File: src/rtl/reservation_station.sv
// -----------------------------------------------------------------------------
// reservation_station
//
// Out-of-order issue buffer. It holds dispatched micro-ops until both source
// operands are valid, wakes them up by snooping the common data bus (CDB),
// and issues the oldest ready micro-op to one execution unit.
//
// Parameters
//   RS_ENTRY    number of station entries
//   ROB_ENTRY   ROB depth; tags are ROB_ENTRY_LOG2 = $clog2(ROB_ENTRY) bits
//   DATA_WIDTH  operand width
//   OP_WIDTH    micro-op code width
//
// Ports
//   CLK, RSTN                 clock (rising edge), async active-low reset
//   flush                     synchronous flush of every entry
//   disp_valid / disp_ready   dispatch handshake
//   disp_op, disp_rob_id      micro-op code and destination ROB tag
//   disp_srcN_rdy/tag/data    per-source: operand valid, producer tag, value
//   cdb_valid/id/data         result broadcast used for wakeup and bypass
//   iss_valid / iss_ready     issue handshake toward the execution unit
//   iss_op, iss_rob_id        issued micro-op code and ROB tag
//   iss_src1, iss_src2        issued operand values
//
// All outputs are functions of registered state only, so they settle right
// after each edge and follow an asynchronous reset immediately.
// -----------------------------------------------------------------------------
module reservation_station #(
    parameter  int RS_ENTRY       = 4,
    parameter  int ROB_ENTRY      = 4,
    parameter  int DATA_WIDTH     = 32,
    parameter  int OP_WIDTH       = 4,
    localparam int ROB_ENTRY_LOG2 = $clog2(ROB_ENTRY)
) (
    input  logic                      CLK,
    input  logic                      RSTN,
    input  logic                      flush,

    input  logic                      disp_valid,
    output logic                      disp_ready,
    input  logic [OP_WIDTH-1:0]       disp_op,
    input  logic [ROB_ENTRY_LOG2-1:0] disp_rob_id,
    input  logic                      disp_src1_rdy,
    input  logic [ROB_ENTRY_LOG2-1:0] disp_src1_tag,
    input  logic [DATA_WIDTH-1:0]     disp_src1_data,
    input  logic                      disp_src2_rdy,
    input  logic [ROB_ENTRY_LOG2-1:0] disp_src2_tag,
    input  logic [DATA_WIDTH-1:0]     disp_src2_data,

    input  logic                      cdb_valid,
    input  logic [ROB_ENTRY_LOG2-1:0] cdb_id,
    input  logic [DATA_WIDTH-1:0]     cdb_data,

    output logic                      iss_valid,
    input  logic                      iss_ready,
    output logic [OP_WIDTH-1:0]       iss_op,
    output logic [ROB_ENTRY_LOG2-1:0] iss_rob_id,
    output logic [DATA_WIDTH-1:0]     iss_src1,
    output logic [DATA_WIDTH-1:0]     iss_src2
);

    // -------------------------------------------------------------------------
    // Entry storage
    // -------------------------------------------------------------------------
    logic [RS_ENTRY-1:0]       r_valid;
    logic [RS_ENTRY-1:0]       r_src1_rdy;
    logic [RS_ENTRY-1:0]       r_src2_rdy;
    logic [OP_WIDTH-1:0]       r_op        [RS_ENTRY];
    logic [ROB_ENTRY_LOG2-1:0] r_rob_id    [RS_ENTRY];
    logic [ROB_ENTRY_LOG2-1:0] r_src1_tag  [RS_ENTRY];
    logic [ROB_ENTRY_LOG2-1:0] r_src2_tag  [RS_ENTRY];
    logic [DATA_WIDTH-1:0]     r_src1_data [RS_ENTRY];
    logic [DATA_WIDTH-1:0]     r_src2_data [RS_ENTRY];

    // Age matrix: r_older[i][j] = 1 means entry j was dispatched before entry i
    // and is still in the station. A row is loaded when its entry is written;
    // a column is cleared when its entry leaves.
    logic [RS_ENTRY-1:0]       r_older     [RS_ENTRY];

    // -------------------------------------------------------------------------
    // Combinational control
    // -------------------------------------------------------------------------
    logic [RS_ENTRY-1:0] w_elig;        // valid with both operands ready
    logic [RS_ENTRY-1:0] w_sel;         // one-hot oldest eligible entry
    logic [RS_ENTRY-1:0] w_free;        // entry leaving through issue this cycle
    logic [RS_ENTRY-1:0] w_disp_hot;    // one-hot lowest free entry
    logic                w_iss_fire;
    logic                w_disp_fire;
    logic                w_byp1;
    logic                w_byp2;

    assign w_elig = r_valid & r_src1_rdy & r_src2_rdy;

    // Entries freed by issue this cycle are deliberately not counted, so the
    // dispatch target can never collide with the entry being issued.
    assign disp_ready = ~(&r_valid);

    // Lowest clear bit of r_valid: ~x & (x + 1) isolates it; all ones gives 0.
    assign w_disp_hot = ~r_valid & (r_valid + RS_ENTRY'(1));

    assign w_disp_fire = disp_valid & disp_ready & ~flush;

    // Dispatch-time bypass: the producer broadcasts while the consumer is being
    // written, so the value would otherwise be missed by the snoop logic.
    assign w_byp1 = ~disp_src1_rdy & cdb_valid & (cdb_id == disp_src1_tag);
    assign w_byp2 = ~disp_src2_rdy & cdb_valid & (cdb_id == disp_src2_tag);

    // An eligible entry is the oldest when no other eligible entry is older.
    always_comb begin
        // NOTE: every variable written here gets a default first, so no path
        // leaves it unassigned and no latch is inferred.
        w_sel = '0;
        for (int i = 0; i < RS_ENTRY; i++) begin
            w_sel[i] = w_elig[i] & ~(|(r_older[i] & w_elig));
        end
    end

    // Issue payload mux; it stays all-zero when nothing is selected.
    always_comb begin
        iss_op     = '0;
        iss_rob_id = '0;
        iss_src1   = '0;
        iss_src2   = '0;
        for (int i = 0; i < RS_ENTRY; i++) begin
            if (w_sel[i]) begin
                iss_op     = r_op[i];
                iss_rob_id = r_rob_id[i];
                iss_src1   = r_src1_data[i];
                iss_src2   = r_src2_data[i];
            end
        end
    end

    assign iss_valid  = |w_sel;
    assign w_iss_fire = iss_valid & iss_ready;
    assign w_free     = w_sel & {RS_ENTRY{w_iss_fire}};

    // -------------------------------------------------------------------------
    // State update
    // -------------------------------------------------------------------------
    always_ff @(posedge CLK or negedge RSTN) begin
        if (!RSTN) begin
            // NOTE: the payload arrays are reset as well so that every ready
            // bit and operand reads as zero straight out of reset.
            r_valid    <= '0;
            r_src1_rdy <= '0;
            r_src2_rdy <= '0;
            for (int i = 0; i < RS_ENTRY; i++) begin
                r_op[i]        <= '0;
                r_rob_id[i]    <= '0;
                r_src1_tag[i]  <= '0;
                r_src2_tag[i]  <= '0;
                r_src1_data[i] <= '0;
                r_src2_data[i] <= '0;
                r_older[i]     <= '0;
            end
        end else if (flush) begin
            // Flush wins over dispatch, snoop and issue; a handshake that
            // completes in this cycle is still taken by the execution unit.
            r_valid <= '0;
            for (int i = 0; i < RS_ENTRY; i++) begin
                r_older[i] <= '0;
            end
        end else begin
            for (int i = 0; i < RS_ENTRY; i++) begin
                // NOTE: non-blocking assignments throughout; a later write to
                // the same bit in this loop body (dispatch after free/snoop)
                // intentionally takes precedence.

                // Snoop: every waiting source of a live entry compares its tag.
                if (r_valid[i] && !r_src1_rdy[i] && cdb_valid &&
                    (cdb_id == r_src1_tag[i])) begin
                    r_src1_rdy[i]  <= 1'b1;
                    r_src1_data[i] <= cdb_data;
                end
                if (r_valid[i] && !r_src2_rdy[i] && cdb_valid &&
                    (cdb_id == r_src2_tag[i])) begin
                    r_src2_rdy[i]  <= 1'b1;
                    r_src2_data[i] <= cdb_data;
                end

                // Issue: the entry leaves, and nobody is younger than it anymore.
                if (w_free[i]) begin
                    r_valid[i] <= 1'b0;
                end
                r_older[i] <= r_older[i] & ~w_free;

                // Dispatch into the lowest free entry. It is younger than every
                // entry that survives this edge.
                if (w_disp_fire && w_disp_hot[i]) begin
                    r_valid[i]     <= 1'b1;
                    r_op[i]        <= disp_op;
                    r_rob_id[i]    <= disp_rob_id;
                    r_src1_tag[i]  <= disp_src1_tag;
                    r_src2_tag[i]  <= disp_src2_tag;
                    r_src1_rdy[i]  <= disp_src1_rdy | w_byp1;
                    r_src2_rdy[i]  <= disp_src2_rdy | w_byp2;
                    r_src1_data[i] <= disp_src1_rdy ? disp_src1_data : cdb_data;
                    r_src2_data[i] <= disp_src2_rdy ? disp_src2_data : cdb_data;
                    r_older[i]     <= r_valid & ~w_free;
                end
            end
        end
    end

    // -------------------------------------------------------------------------
    // Structural invariants
    // -------------------------------------------------------------------------
`ifndef SYNTHESIS
    a_sel_onehot : assert property (@(posedge CLK) disable iff (!RSTN)
        $onehot0(w_sel));
    a_sel_when_elig : assert property (@(posedge CLK) disable iff (!RSTN)
        (|w_elig) |-> (|w_sel));
`endif

endmodule

File: config.mk
export PLATFORM = sky130hd
export DESIGN_NAME = reservation_station
export DESIGN_NICKNAME = d
export VERILOG_FILES = /design/src/rtl/reservation_station.sv
export SDC_FILE = /design/constraint.sdc
export NUM_CORES = 1
export LEC_CHECK = 0
export CORE_MARGIN = 1
export CORE_UTILIZATION = 50
export CTS_CLUSTER_DIAMETER = 120
export CTS_CLUSTER_SIZE = 25
export DETAILED_ROUTE_END_ITERATION = 10
export GPL_TIMING_DRIVEN = 0
export PLACE_DENSITY = 0.73
export RECOVER_POWER = 50
export SLEW_MARGIN = 0
export SYNTH_ARGS = -nofsm -noshare
export SYNTH_HDL_FRONTEND = slang
export SYNTH_SLANG_ARGS = --single-unit
File: constraint.sdc
create_clock -name CLK -period 6.2 [get_ports CLK]
set_input_delay 1.24 -clock CLK [delete_from_list [all_inputs] [get_ports CLK]]
set_output_delay 1.24 -clock CLK [all_outputs]
set_load 0.01 [all_outputs]
# Word level (Yosys, flattened, before mapping)
# Index checks and enable logic that the tools add are counted.
word_totals:
  register_bits: 324
  in_bits: 116
  out_inout_bits: 72
classes:
  addsub: 1
  eq_ne: 10
  muxes: 64
  bitwise_logic: 36
  reduce_logical: 66
ops:
  columns: ["operator", "count"]
  rows:
  - ["$mux W32", 26]
  - ["$and A4 B4 Y4", 13]
  - ["$mux W4", 9]
  - ["$logic_and A1 B1 Y1", 28]
  - ["$mux W1", 24]
  - ["$reduce_and A2 Y1", 12]
  - ["$eq A2 B2 Y1", 10]
  - ["$reduce_or A4 Y1", 5]
  - ["$mux W16", 1]
  - ["$reduce_bool A2 Y1", 8]
  - ["$reduce_bool A3 Y1", 4]
  - ["$and A1 B1 Y1", 11]
  - ["$logic_not A1 Y1", 8]
  - ["$mux W2", 4]
  - ["$not A1 Y1", 8]
  - ["$not A4 Y4", 2]
  - ["$add A4 B1 Y4 const B", 1]
  - ["$reduce_and A4 Y1", 1]
  - ["$or A1 B1 Y1", 2]

# Logic depth before layout (Yosys ltp)
logic_depth:
  word_depth: 13
  ltp_mapped: 9

# Worst setup path before layout
# Ideal clock, no wire load.
synth_timing:
  path_kind: "flip-flop to output port"
  startpoint: "reg r_valid[1]"
  endpoint: "out iss_op[0]"
  arrival_time_ns: 1.778
  required_ns: 4.960
  path_slack_ns: 3.182
  stages_incl_launch_ff: 10
  cell_sequence: "dfrtp_1 -> buf_4 -> and4b_1 -> and4_1 -> buf_2 -> nor3_4 -> buf_4 -> buf_6 -> a221oi_1 -> nor2_1"
synth_via:
  elab_chain_cells: 10
  word_cells_on_any_way: 22
  classes_between: "4 x mux; 14 x bitwise; 4 x reduce/logical"
synth_rtl:
  columns: ["item", "line_no", "source"]
  rows:
  - ["start: declaration", "65", "logic [RS_ENTRY-1:0] r_valid;"]
  - ["start signal: assignment", "145", "r_valid <= '0;"]
  - ["start signal: assignment", "160", "r_valid <= '0;"]
  - ["start signal: indexed assignment", "184", "r_valid[i] <= 1'b0;"]
  - ["$and A4 B4 Y4 (*) (2 in a row)", "92", "assign w_elig = r_valid & r_src1_rdy & r_src2_rdy;"]
  - ["$and A4 B4 Y4", "114", "w_sel[i] = w_elig[i] & ~(|(r_older[i] & w_elig));"]
  - ["$reduce_or A4 Y1", "114", null]
  - ["$not A1 Y1", "114", null]
  - ["$and A1 B1 Y1", "114", null]
  - ["$mux W4 (3 in a row)", "125", "if (w_sel[i]) begin"]
  - ["$mux W4 (*)", "125", null]
  - ["end: declaration", "56", "output logic [OP_WIDTH-1:0] iss_op,"]
# Mark *: on every way between the ends. The rest lies on a longest branch, timed or not.

# Final worst setup path
layout_timing:
  startpoint: "reg r_src2_rdy[3]"
  endpoint: "out iss_src1[31]"
layout_via:
  elab_chain_cells: 9
  word_cells_on_any_way: 21
  classes_between: "4 x mux; 13 x bitwise; 4 x reduce/logical"
layout_rtl:
  columns: ["item", "line_no", "source"]
  rows:
  - ["start: declaration", "67", "logic [RS_ENTRY-1:0] r_src2_rdy;"]
  - ["start signal: indexed assignment", "197", "r_src2_rdy[i] <= disp_src2_rdy | w_byp2;"]
  - ["$and A4 B4 Y4 (*)", "92", null]
  - ["$and A4 B4 Y4", "114", null]
  - ["$reduce_or A4 Y1", "114", null]
  - ["$not A1 Y1", "114", null]
  - ["$and A1 B1 Y1", "114", null]
  - ["$mux W32 (3 in a row)", "125", null]
  - ["$mux W32 (*)", "125", null]
  - ["end: declaration", "58", "output logic [DATA_WIDTH-1:0] iss_src1,"]
# Marked as above.

==> impl_metrics.tcl <==
set metrics [dict create \
    synth_area_leader_cell "dfrtp_1" \
    gp_congestion 0.904 \
    vias_per_cell 6.31 \
    maxSlewViolCount 110 \
    power_mw 5.05 \
    powerDensity_nw_per_um2 275 \
    min_to "r_rob_id[3]" \
    dpl.hpwl_um 35700 \
    cts_buffers 16 \
    violations "capacitance limit, slew limit" \
    drive_gt1_share_pct 6.60 \
    crit_required_ps 4960 \
    start_util_pct 51.4 \
    ant_nets 0 \
    synth_edf_count 0 \
    finalCritPeriodShare_pct 84.7 \
    grt_max_degree 120 \
    layout_min_cycle_time_ps 5250 \
    hp-class "reg2reg" \
    fin_hold_ws_ps 488 \
    tns_ps 0 \
    synth_top_flop_cell "dfrtp_1" \
    max_cap_viol_count 2 \
    pre_cts_ws_ps 1640 \
    skew_ps 11.5 \
    die_w_um 180 \
    ir_drop_v 0.000201 \
    ios 188 \
    cts_hold_buf 0 \
    die_area_um2 32600 \
    synth-seq-area-share_pct 50.9 \
    synth_cell_types 47 \
    clockBufferDepth 3 \
    path_class "reg2out" \
    htree_levels 1 \
    synth_most_common_cell "nor2_1" \
    synthArstFlopShare_pct 100 \
    post_cts_buffers 0 \
    grt_pass1_wl_um 81400 \
    power.leakage_nw 8.90 \
    fin_area_um2 18400 \
    clk_pin_slew_ps 100 \
    slew_headroom_pct -81.2 \
    rows 64 \
    antenna_found_initial 0 \
    syn_to_final_growth_pct 15.3 \
    hold_violations 0 \
    syn_nets 1839 \
    ys_ff_latch 324 \
    netlist_instances 1723 \
    synth_area_um2 15900 \
    first_pass_iters 6 \
    drcViolationCount 0 \
    r2r_start "r_valid[0]" \
    yosysWarnings 0 \
    rsz0062_at_grt "false" \
    crit_path_end_kind "primary output" \
    ff2ff_path_depth 7 \
    wirelength_um 52000 \
    core_um2 31000 \
    drt_iter0_markers 1516 \
    worst_setup_path_start_kind "flop" \
    worst_pin_slew_ps 2720 \
    root_buffer "clkbuf_16" \
    critPathArrivalTime_ps 4010 \
    status "complete, but fails checks" \
    place_area_um2 18000 \
    path_max_fanout 10 \
    grt_pass1_vias 14498 \
    nNetsFinal 2009 \
    diodes 0 \
    synth_area_leaders "dfrtp_1 51%, nor2_1 9.5%, mux2i_1 8.2%, o22ai_1 7.7%, nand2_1 4.1%" \
    setup_viol 0 \
    gr-usage-all-layers_pct 31.9 \
    wl_per_cell_um 22.7 \
    port_buffers 150 \
    r2r_end "r_src2_data[23]" \
    synth_top_area_share_pct 50.9 \
    clock.fmax_mhz 191 \
    cts_num_sinks 324 \
    grt_overflow 0 \
    hold_depth 2 \
    fp.dieH_um 180 \
    setup_ws_ps 951 \
    cts_tree "built" \
    synthTopCellsByCount "403 x nor2_1, 324 x dfrtp_1, 197 x o22ai_1" \
    min_from "r_rob_id[3]" \
    reg2reg_slack_ps 2560 \
    synth.avg_cell_area_um2 9.24 \
    ctsResizeCount 0 \
    insertion_delay_ps 520 \
    dr_total_vias 14453 \
]
## per-layer routing
metal | vias to the layer above | global-route usage [%] | part of all wire, % | routed length [um]
met2 | 798 | 50.1 | 46 | 23800
met5 | - | 0 | 0 | 0
li1 | 6392 | - | - | -
met4 | 0 | 12.4 | 3.3 | 1690
met1 | 7151 | 44.0 | 42 | 21900
met3 | 112 | 5.90 | 9.0 | 4670
## registers in the layout, summed over array words and instances, names as in the netlist
name         count
r_older         16
r_op            16
r_rob_id         8
r_src1_data    128
r_src1_rdy       4
r_src1_tag       8
r_src2_data    128
r_src2_rdy       4
r_src2_tag       8
r_valid          4
## per-stage QoR
stage / util, % / std cells
global placement: 57.8 / 2269
floorplan: - / 1723
detailed placement: 58.0 / 2271
CTS: 59.4 / 2289
finish: 59.2 / 2289
global route: 59.2 / 2289
## report_power, final
part	leakage (nW)	switching [mW]	internal, mW
clock network	0.211	0.695	0.497
logic	4.61	0.582	0.477
registers	4.08	0.260	2.54
## cells in the final DEF (no fill, tap or decap), types with 2 or more instances in the layout
cell type and n:
a21oi_1 65, a21oi_2 18, a221oi_1 69, a22oi_1 7, a31oi_1 2, and3_1 6
and4_1 3, and4b_1 4, buf_1 6, buf_16 2, buf_2 47, buf_4 14
buf_6 8, clkbuf_1 91, clkbuf_16 17, clkdlybuf4s50_1 147, dfrtp_1 324, dlygate4sd3_1 2
inv_1 5, mux2_2 9, mux2i_1 130, nand2_1 177, nand2_2 2, nand4_1 15
nand4b_1 2, nor2_1 403, nor3_1 8, o21a_1 4, o21ai_0 68, o22ai_1 197
o41ai_2 2, or3_1 2, xnor2_1 8, xor2_1 12
## cell families (layout without fill, tap and decap cells)
logic type,count (synthesis),after routing,synth area share [%]
muxes,139,139,8.81
AOI/OAI and AO/OA,434,434,17.6
DFF,324,324,50.9
buffers and inverters,170,340,5.11
xor gates and xnor gates,20,20,1.10
and+or+nand+nor,636,636,16.4
## area by class of cell
type / instances / area (um2)
multi-input cells: 1229 / 6970
inverters: 5 / 18.8
repair buffers: 152 / 1550
clock buffers: 18 / 429
fillers: 2720 / 12600
plain buffers: 165 / 791
well taps: 396 / 495
flip-flops and latches: 324 / 8110
## worst max-delay path by stage
stage | startpoint | slack (ps) | to
2_1_floorplan | r_valid[1] | 3180 | iss_op[0]
3_3_place_gp | RSTN | -10330 | r_src1_data[57]
3_5_place_dp | r_valid[2] | 1640 | iss_src1[31]
4_1_cts | r_valid[2] | 1070 | iss_src1[31]
5_1_grt | r_src1_rdy[3] | 890 | iss_src1[31]
6_report | r_src2_rdy[3] | 950 | iss_src1[31]
## critical path, cell delays in order, from the launching register on
cell and delay (ps):
dfrtp_1 510, and4b_1 250, nand4_1 500, nand2_1 570
clkbuf_1 680, a221oi_1 120, nor2_1 270, clkdlybuf4s50_1 590
(Power assumes the default switching activity.)
